File: config.mk
export PLATFORM = sky130hd
export DESIGN_NAME = palette_arbiter_flat
export DESIGN_NICKNAME = d
export VERILOG_FILES = /design/src/rtl/palette_arbiter_if.sv /design/src/rtl/palette_arbiter.sv /design/src/flat_wrapper.sv
export SDC_FILE = /design/constraint.sdc
export NUM_CORES = 1
export LEC_CHECK = 0
export ABC_AREA = 1
export CAP_MARGIN = 10
export CORE_MARGIN = 2
export CORE_UTILIZATION = 30
export DETAILED_ROUTE_END_ITERATION = 16
export SYNTH_ARGS = -nofsm -noshare
export SYNTH_HDL_FRONTEND = slang
export SYNTH_SLANG_ARGS = --single-unit
File: constraint.sdc
create_clock -name Clk -period 3.2 [get_ports Clk]
set_input_delay 0.48 -clock Clk [delete_from_list [all_inputs] [get_ports Clk]]
set_output_delay 0.48 -clock Clk [all_outputs]
set_load 0.03 [all_outputs]
File: src/rtl/palette_arbiter_if.sv
// palette_arbiter_if: requester lanes, palette decoder link and tagged response bus of palette_arbiter.
// slave modport: the arbiter; master modport: the sources, decoder and compositor around it.
interface palette_arbiter_if #(
  parameter int NUM_REQ = 4
);
  logic [NUM_REQ-1:0] req;
  logic [6*NUM_REQ-1:0] req_index;
  logic [NUM_REQ-1:0] req_last;
  logic [NUM_REQ-1:0] gnt;
  logic [5:0] pal_index;
  logic [23:0] pal_color;
  logic rsp_valid;
  logic [$clog2(NUM_REQ)-1:0] rsp_id;
  logic [23:0] rsp_color;
  logic busy;
  modport slave (
    input req, req_index, req_last, pal_color,
    output gnt, pal_index, rsp_valid, rsp_id, rsp_color, busy
  );
  modport master (
    output req, req_index, req_last, pal_color,
    input gnt, pal_index, rsp_valid, rsp_id, rsp_color, busy
  );
endinterface

File: src/rtl/palette_arbiter.sv
// palette_arbiter: round-robin burst arbiter sharing one palette decoder, with 1-cycle tagged RGB responses.
// Ports: Clk, Reset_n (async, active-low), bus (palette_arbiter_if.slave: req/req_index/req_last in,
// gnt/pal_index out, pal_color in, rsp_valid/rsp_id/rsp_color/busy out).
// Optional PALETTE_ARB_OOR_ERR_EN adds oor_err (sticky out-of-range flag) and oor_id (first offender).
module palette_arbiter #(
  parameter int NUM_REQ = 4,
  parameter int MAX_BURST = 16
) (
  input logic Clk,
  input logic Reset_n,
  palette_arbiter_if.slave bus
`ifdef PALETTE_ARB_OOR_ERR_EN
  ,
  output logic oor_err,
  output logic [$clog2(NUM_REQ)-1:0] oor_id
`endif
);
  localparam int IDW = $clog2(NUM_REQ);
  localparam logic [7:0] MAXB = 8'(MAX_BURST);
  localparam logic [IDW-1:0] LAST_ID = IDW'(NUM_REQ - 1);
  typedef enum logic {IDLE, BURST} state_t;
  state_t state, state_nx;
  logic [IDW-1:0] owner, owner_nx, rr_ptr, rr_nx, pick;
  logic [7:0] burst_cnt, cnt_nx;
  logic [5:0] lane [NUM_REQ];
  logic [5:0] lane_idx;
  logic found, accept, done, oor;

  for (genvar i = 0; i < NUM_REQ; i++) begin : g_lane
    assign lane[i] = bus.req_index[6*i +: 6];
  end

  // first requesting lane at or after rr_ptr, wrapping
  always_comb begin
    pick = '0;
    found = 1'b0;
    for (int k = 0; k < NUM_REQ; k++) begin
      if (!found && bus.req[IDW'((int'(rr_ptr) + k) % NUM_REQ)]) begin
        found = 1'b1;
        pick = IDW'((int'(rr_ptr) + k) % NUM_REQ);
      end
    end
  end

  always_comb begin
    lane_idx = lane[owner];
    accept = (state == BURST) && bus.req[owner];
    // a dropped request ends the burst with nothing accepted
    done = !accept || bus.req_last[owner] || (burst_cnt + 8'd1 == MAXB);
    oor = lane_idx > 6'd35;
    bus.busy = state == BURST;
  end

  always_comb begin
    state_nx = state;
    owner_nx = owner;
    rr_nx = rr_ptr;
    cnt_nx = burst_cnt;
    bus.gnt = '0;
    bus.pal_index = 6'd0;
    if (state == IDLE) begin
      if (found) begin
        state_nx = BURST;
        owner_nx = pick;
        cnt_nx = 8'd0;
      end
    end else begin
      bus.gnt[owner] = bus.req[owner];
      if (accept) begin
        bus.pal_index = lane_idx;
        cnt_nx = burst_cnt + 8'd1;
      end
      if (done) begin
        state_nx = IDLE;
        rr_nx = (owner == LAST_ID) ? '0 : owner + 1'b1;
      end
    end
  end

  always_ff @(posedge Clk or negedge Reset_n) begin
    if (!Reset_n) begin
      state <= IDLE;
      owner <= '0;
      rr_ptr <= '0;
      burst_cnt <= 8'd0;
      bus.rsp_valid <= 1'b0;
      bus.rsp_id <= '0;
      bus.rsp_color <= 24'd0;
    end else begin
      state <= state_nx;
      owner <= owner_nx;
      rr_ptr <= rr_nx;
      burst_cnt <= cnt_nx;
      bus.rsp_valid <= accept;
      if (accept) begin
        bus.rsp_id <= owner;
        bus.rsp_color <= oor ? 24'd0 : bus.pal_color;
      end
    end
  end

`ifdef PALETTE_ARB_OOR_ERR_EN
  // sticky; oor_id keeps the first offender
  always_ff @(posedge Clk or negedge Reset_n) begin
    if (!Reset_n) begin
      oor_err <= 1'b0;
      oor_id <= '0;
    end else if (accept && oor && !oor_err) begin
      oor_err <= 1'b1;
      oor_id <= owner;
    end
  end
`endif

endmodule
File: src/flat_wrapper.sv
// flat-port wrapper written by rule: the top's interface ports become plain ports
module palette_arbiter_flat 
#(
  parameter int NUM_REQ = 4,
  parameter int MAX_BURST = 16
)
  (Clk, Reset_n, bus_req, bus_req_index, bus_req_last, bus_pal_color, bus_gnt, bus_pal_index, bus_rsp_valid, bus_rsp_id, bus_rsp_color, bus_busy);
  palette_arbiter_if #(.NUM_REQ(NUM_REQ)) bus_i ();
  input logic Clk;
  input logic Reset_n;
  input wire logic [$bits(bus_i.req)-1:0] bus_req;
  input wire logic [$bits(bus_i.req_index)-1:0] bus_req_index;
  input wire logic [$bits(bus_i.req_last)-1:0] bus_req_last;
  input wire logic [$bits(bus_i.pal_color)-1:0] bus_pal_color;
  output wire logic [$bits(bus_i.gnt)-1:0] bus_gnt;
  output wire logic [$bits(bus_i.pal_index)-1:0] bus_pal_index;
  output wire logic [$bits(bus_i.rsp_valid)-1:0] bus_rsp_valid;
  output wire logic [$bits(bus_i.rsp_id)-1:0] bus_rsp_id;
  output wire logic [$bits(bus_i.rsp_color)-1:0] bus_rsp_color;
  output wire logic [$bits(bus_i.busy)-1:0] bus_busy;
  assign bus_i.req = bus_req;
  assign bus_i.req_index = bus_req_index;
  assign bus_i.req_last = bus_req_last;
  assign bus_i.pal_color = bus_pal_color;
  assign bus_gnt = bus_i.gnt;
  assign bus_pal_index = bus_i.pal_index;
  assign bus_rsp_valid = bus_i.rsp_valid;
  assign bus_rsp_id = bus_i.rsp_id;
  assign bus_rsp_color = bus_i.rsp_color;
  assign bus_busy = bus_i.busy;
  palette_arbiter #(.NUM_REQ(NUM_REQ), .MAX_BURST(MAX_BURST)) u_core (.Clk(Clk), .Reset_n(Reset_n), .bus(bus_i));
endmodule
==> flow_summary.yaml <==
status:
  run_status: "complete, no violations"
timing:
  clock_skew_ps: 6.37
  hold_slack_ps: 295
  finalSetupTns_ps: 0
  setup_viol: 0
  hold_viol: 0
  timing.fmax_mhz: 394
  finalCritPeriodShare: 0.793
  worst_slew_pin_slew_ps: 869
  slew_violations: 0
  slew_headroom: 0.420
  setup_ws_ps: 661
  rsz0062_at_grt: "false"
  min_period_ps: 2540
placement:
  portBuffers: 95
  dp_hpwl_mm: 4.69
  gp_congestion: 0.797
  dp.cells: 501
  place_area_um2: 3340
  dpl_worst_slack_ps: 681
job:
  drv_cap: 0
die:
  initial_core_util: 0.309
  die_y_um: 93.2
  rows: 32
  io-pin-count: 96
  core_area_um2: 7730
  die_w_um: 93.2
  die-area_um2: 8690
worst_setup_path:
  critPathArrivalTime_ps: 2060
  cpMaxStageDelayCell: "clkdlybuf4s50_1"
  cp_cell_sequence: "clkdlybuf4s50_1 > inv_1 > o21ai_0 > nand3_2 > buf_4 > nor2_1 > buf_4"
  crit_type: "in2out"
  path_buf_inv: 4
  required_ps: 2720
  cp_max_fo: 23
  cpMostUsedCell: "buf_4"
  critPathTopFamily: "buffers and inverters"
  cp-end-kind: "output port"
  critPathMaxStageDelay_ps: 520
  worst_setup_path_start_kind: "primary input"
pwr:
  peakVddDrop_uv: 414
  p_leak_nw: 1.65
  swShare: 0.502
  p_comb_frac: 0.613
  pwr-share-seq: 0.265
  powerDensity_nw_per_um2: 972
  power.switching_mw: 1.68
  p_int_mw: 1.67
  p_total_mw: 3.35
  clock_power_share: 0.122
finish:
  antennaDiodeCount: 0
  postLayoutCellArea_um2: 3450
  fillers: 793
  syn2layout_area_growth_pct: 44.5
  layoutNonFillerInstCount: 509
  drive_gt1_frac: 0.103
  final_core_util: 0.446
  finish.net_count: 469
synth:
  syn_area_um2: 2390
  yosysUniqueCellTypes: 29
  syn_area_per_cell_um2: 7.51
  synth_cells: 318
  synth_warnings: 0
  synthesis.nets: 381
  yosysSeqAreaShare: 0.419
  synth_seq_cells: 40
global_route:
  first_global_vias: 2191
  track_usage: 0.151
  antenna_found_initial: 0
  grt_max_degree: 41
  grt_pass1_wl_mm: 10.6
  overflow: 0
detailed_routing:
  vias_per_cell: 4.59
  dr.pass1.iters: 4
  wirelength_mm: 6.53
  routedWlPerCell_um: 12.8
  vias: 2335
  drtAntennaViolNets: 0
  drt_iter0_markers: 121
  drc_errors: 0
clocking:
  cts-buffers-inserted: 5
  cts.reportedPaths.clkPinSlew_ps: 80
  cts_setup_buffers: 0
  cts_resized: 0
  cts_tree: "built"
  htreeDepth: 2
  cts_sinks: 40
  hold_buffers: 0
  clk_path_buf_depth: 2
  worstSkewPairLatency_ps: 290
  root_buffer: "clkbuf_8"
worst_hold_path:
  holdCritPathClass: "in2async"
[power groups by stage]
stage | clock network, mW | logic [mW] | registers (mW)
finish | 0.408 | 2.06 | 0.888
CTS | 0.419 | 2.08 | 0.886
global route | 0.446 | 2.28 | 0.918
detailed placement | 0 | 2.08 | 0.889
global placement | 0 | 2.06 | 0.893
floorplan | 0 | 1.29 | 1.07
[cells in the final DEF, fill, tap and decap left out, drive strengths merged, types with 2 or more instances in the layout]
cell type	synthesis	final
dfrtp	40	40
nand2	110	110
xor2	3	3
clkbuf	1	5
a21oi	4	4
mux2i	2	2
o32ai	2	2
nand3	46	46
nor2	28	28
o22ai	2	2
nand4	2	2
ha	5	5
xnor2	2	2
buf	17	15
o22a	2	2
inv	25	25
o21ai	24	24
clkdlybuf4s50	0	84
[path summary, 6_finish.rpt]
| check | from | end | slack (ps) | cells past startpoint |
|---|---|---|---|---|
| worst max-delay path | bus_req[2] | bus_pal_index[5] | 660 | 7 |
| worst min-delay path | Reset_n | u_core.bus.rsp_color[15] | 290 | 1 |
| worst max register to register | u_core.owner[0] | u_core.bus.rsp_color[1] | 1080 | 8 |
| worst min register to register | u_core.bus.rsp_color[20] | u_core.bus.rsp_color[20] | 480 | 2 |
| max in group asynchronous | Reset_n | u_core.burst_cnt[0] | 2360 | 1 |
| min in group Clk | u_core.bus.rsp_color[20] | u_core.bus.rsp_color[20] | 480 | 2 |
[synthesized netlist by cell type (all sizes together)]
| cell | number | share of area |
|---|---|---|
| nand4 | 2 | 0.0052 |
| dfrtp | 40 | 0.42 |
| mux2i | 2 | 0.0084 |
| xnor2 | 2 | 0.0073 |
| o22a | 2 | 0.0073 |
| inv | 25 | 0.039 |
| a32oi | 1 | 0.0068 |
| buf | 17 | 0.053 |
| nand2 | 110 | 0.18 |
| a21oi | 4 | 0.0084 |
| o22ai | 2 | 0.0052 |
| o21ai | 24 | 0.057 |
| xor2 | 3 | 0.011 |
| ha | 5 | 0.026 |
| o21a | 1 | 0.0031 |
| nor2 | 28 | 0.048 |
| nand3 | 46 | 0.10 |
| a31oi | 1 | 0.0026 |
| clkbuf | 1 | 0.0021 |
| o32ai | 2 | 0.0073 |
[kinds of logic after synthesis]
family / share of synthesized area
simple gates: 0.335
buf+inv: 0.0949
flops: 0.419
compound gates: 0.0975
xor+xnor: 0.0183
fa+ha+maj: 0.0262
mux: 0.00839
[cell type report]
class	count	area (µm²)	share of cell area
Timing Repair Buffer	99	951	0.276
Clock buffer	5	68.8	0.0199
Inverter	25	93.8	0.0272
Multi-Input combinational cell	235	1160	0.338
Clock inverter	3	42.5	0.0123
Sequential cell	40	1000	0.290
Tap cell	102	128	0.0370
[sequential cells by signal (all words and copies together), names as in the netlist]
| signal | flops |
|---|---|
| u_core.burst_cnt | 8 |
| u_core.rr_ptr | 2 |
| u_core.bus.rsp_valid | 1 |
| u_core.bus.rsp_id | 2 |
| u_core.bus.rsp_color | 24 |
| u_core.owner | 2 |
| u_core.bus.busy | 1 |
[routing by layer]
layer | GRT usage | part of all wire | wire length [µm] | vias up
met1 | 0.211 | 0.48 | 3110 | 1063
met3 | 0.0395 | 0.070 | 455 | 7
li1 | - | - | - | 1196
met2 | 0.242 | 0.45 | 2930 | 69
met5 | 0 | 0 | 0 | -
met4 | 0.0221 | 0.0051 | 33 | 0
(Power assumes the default switching activity.)
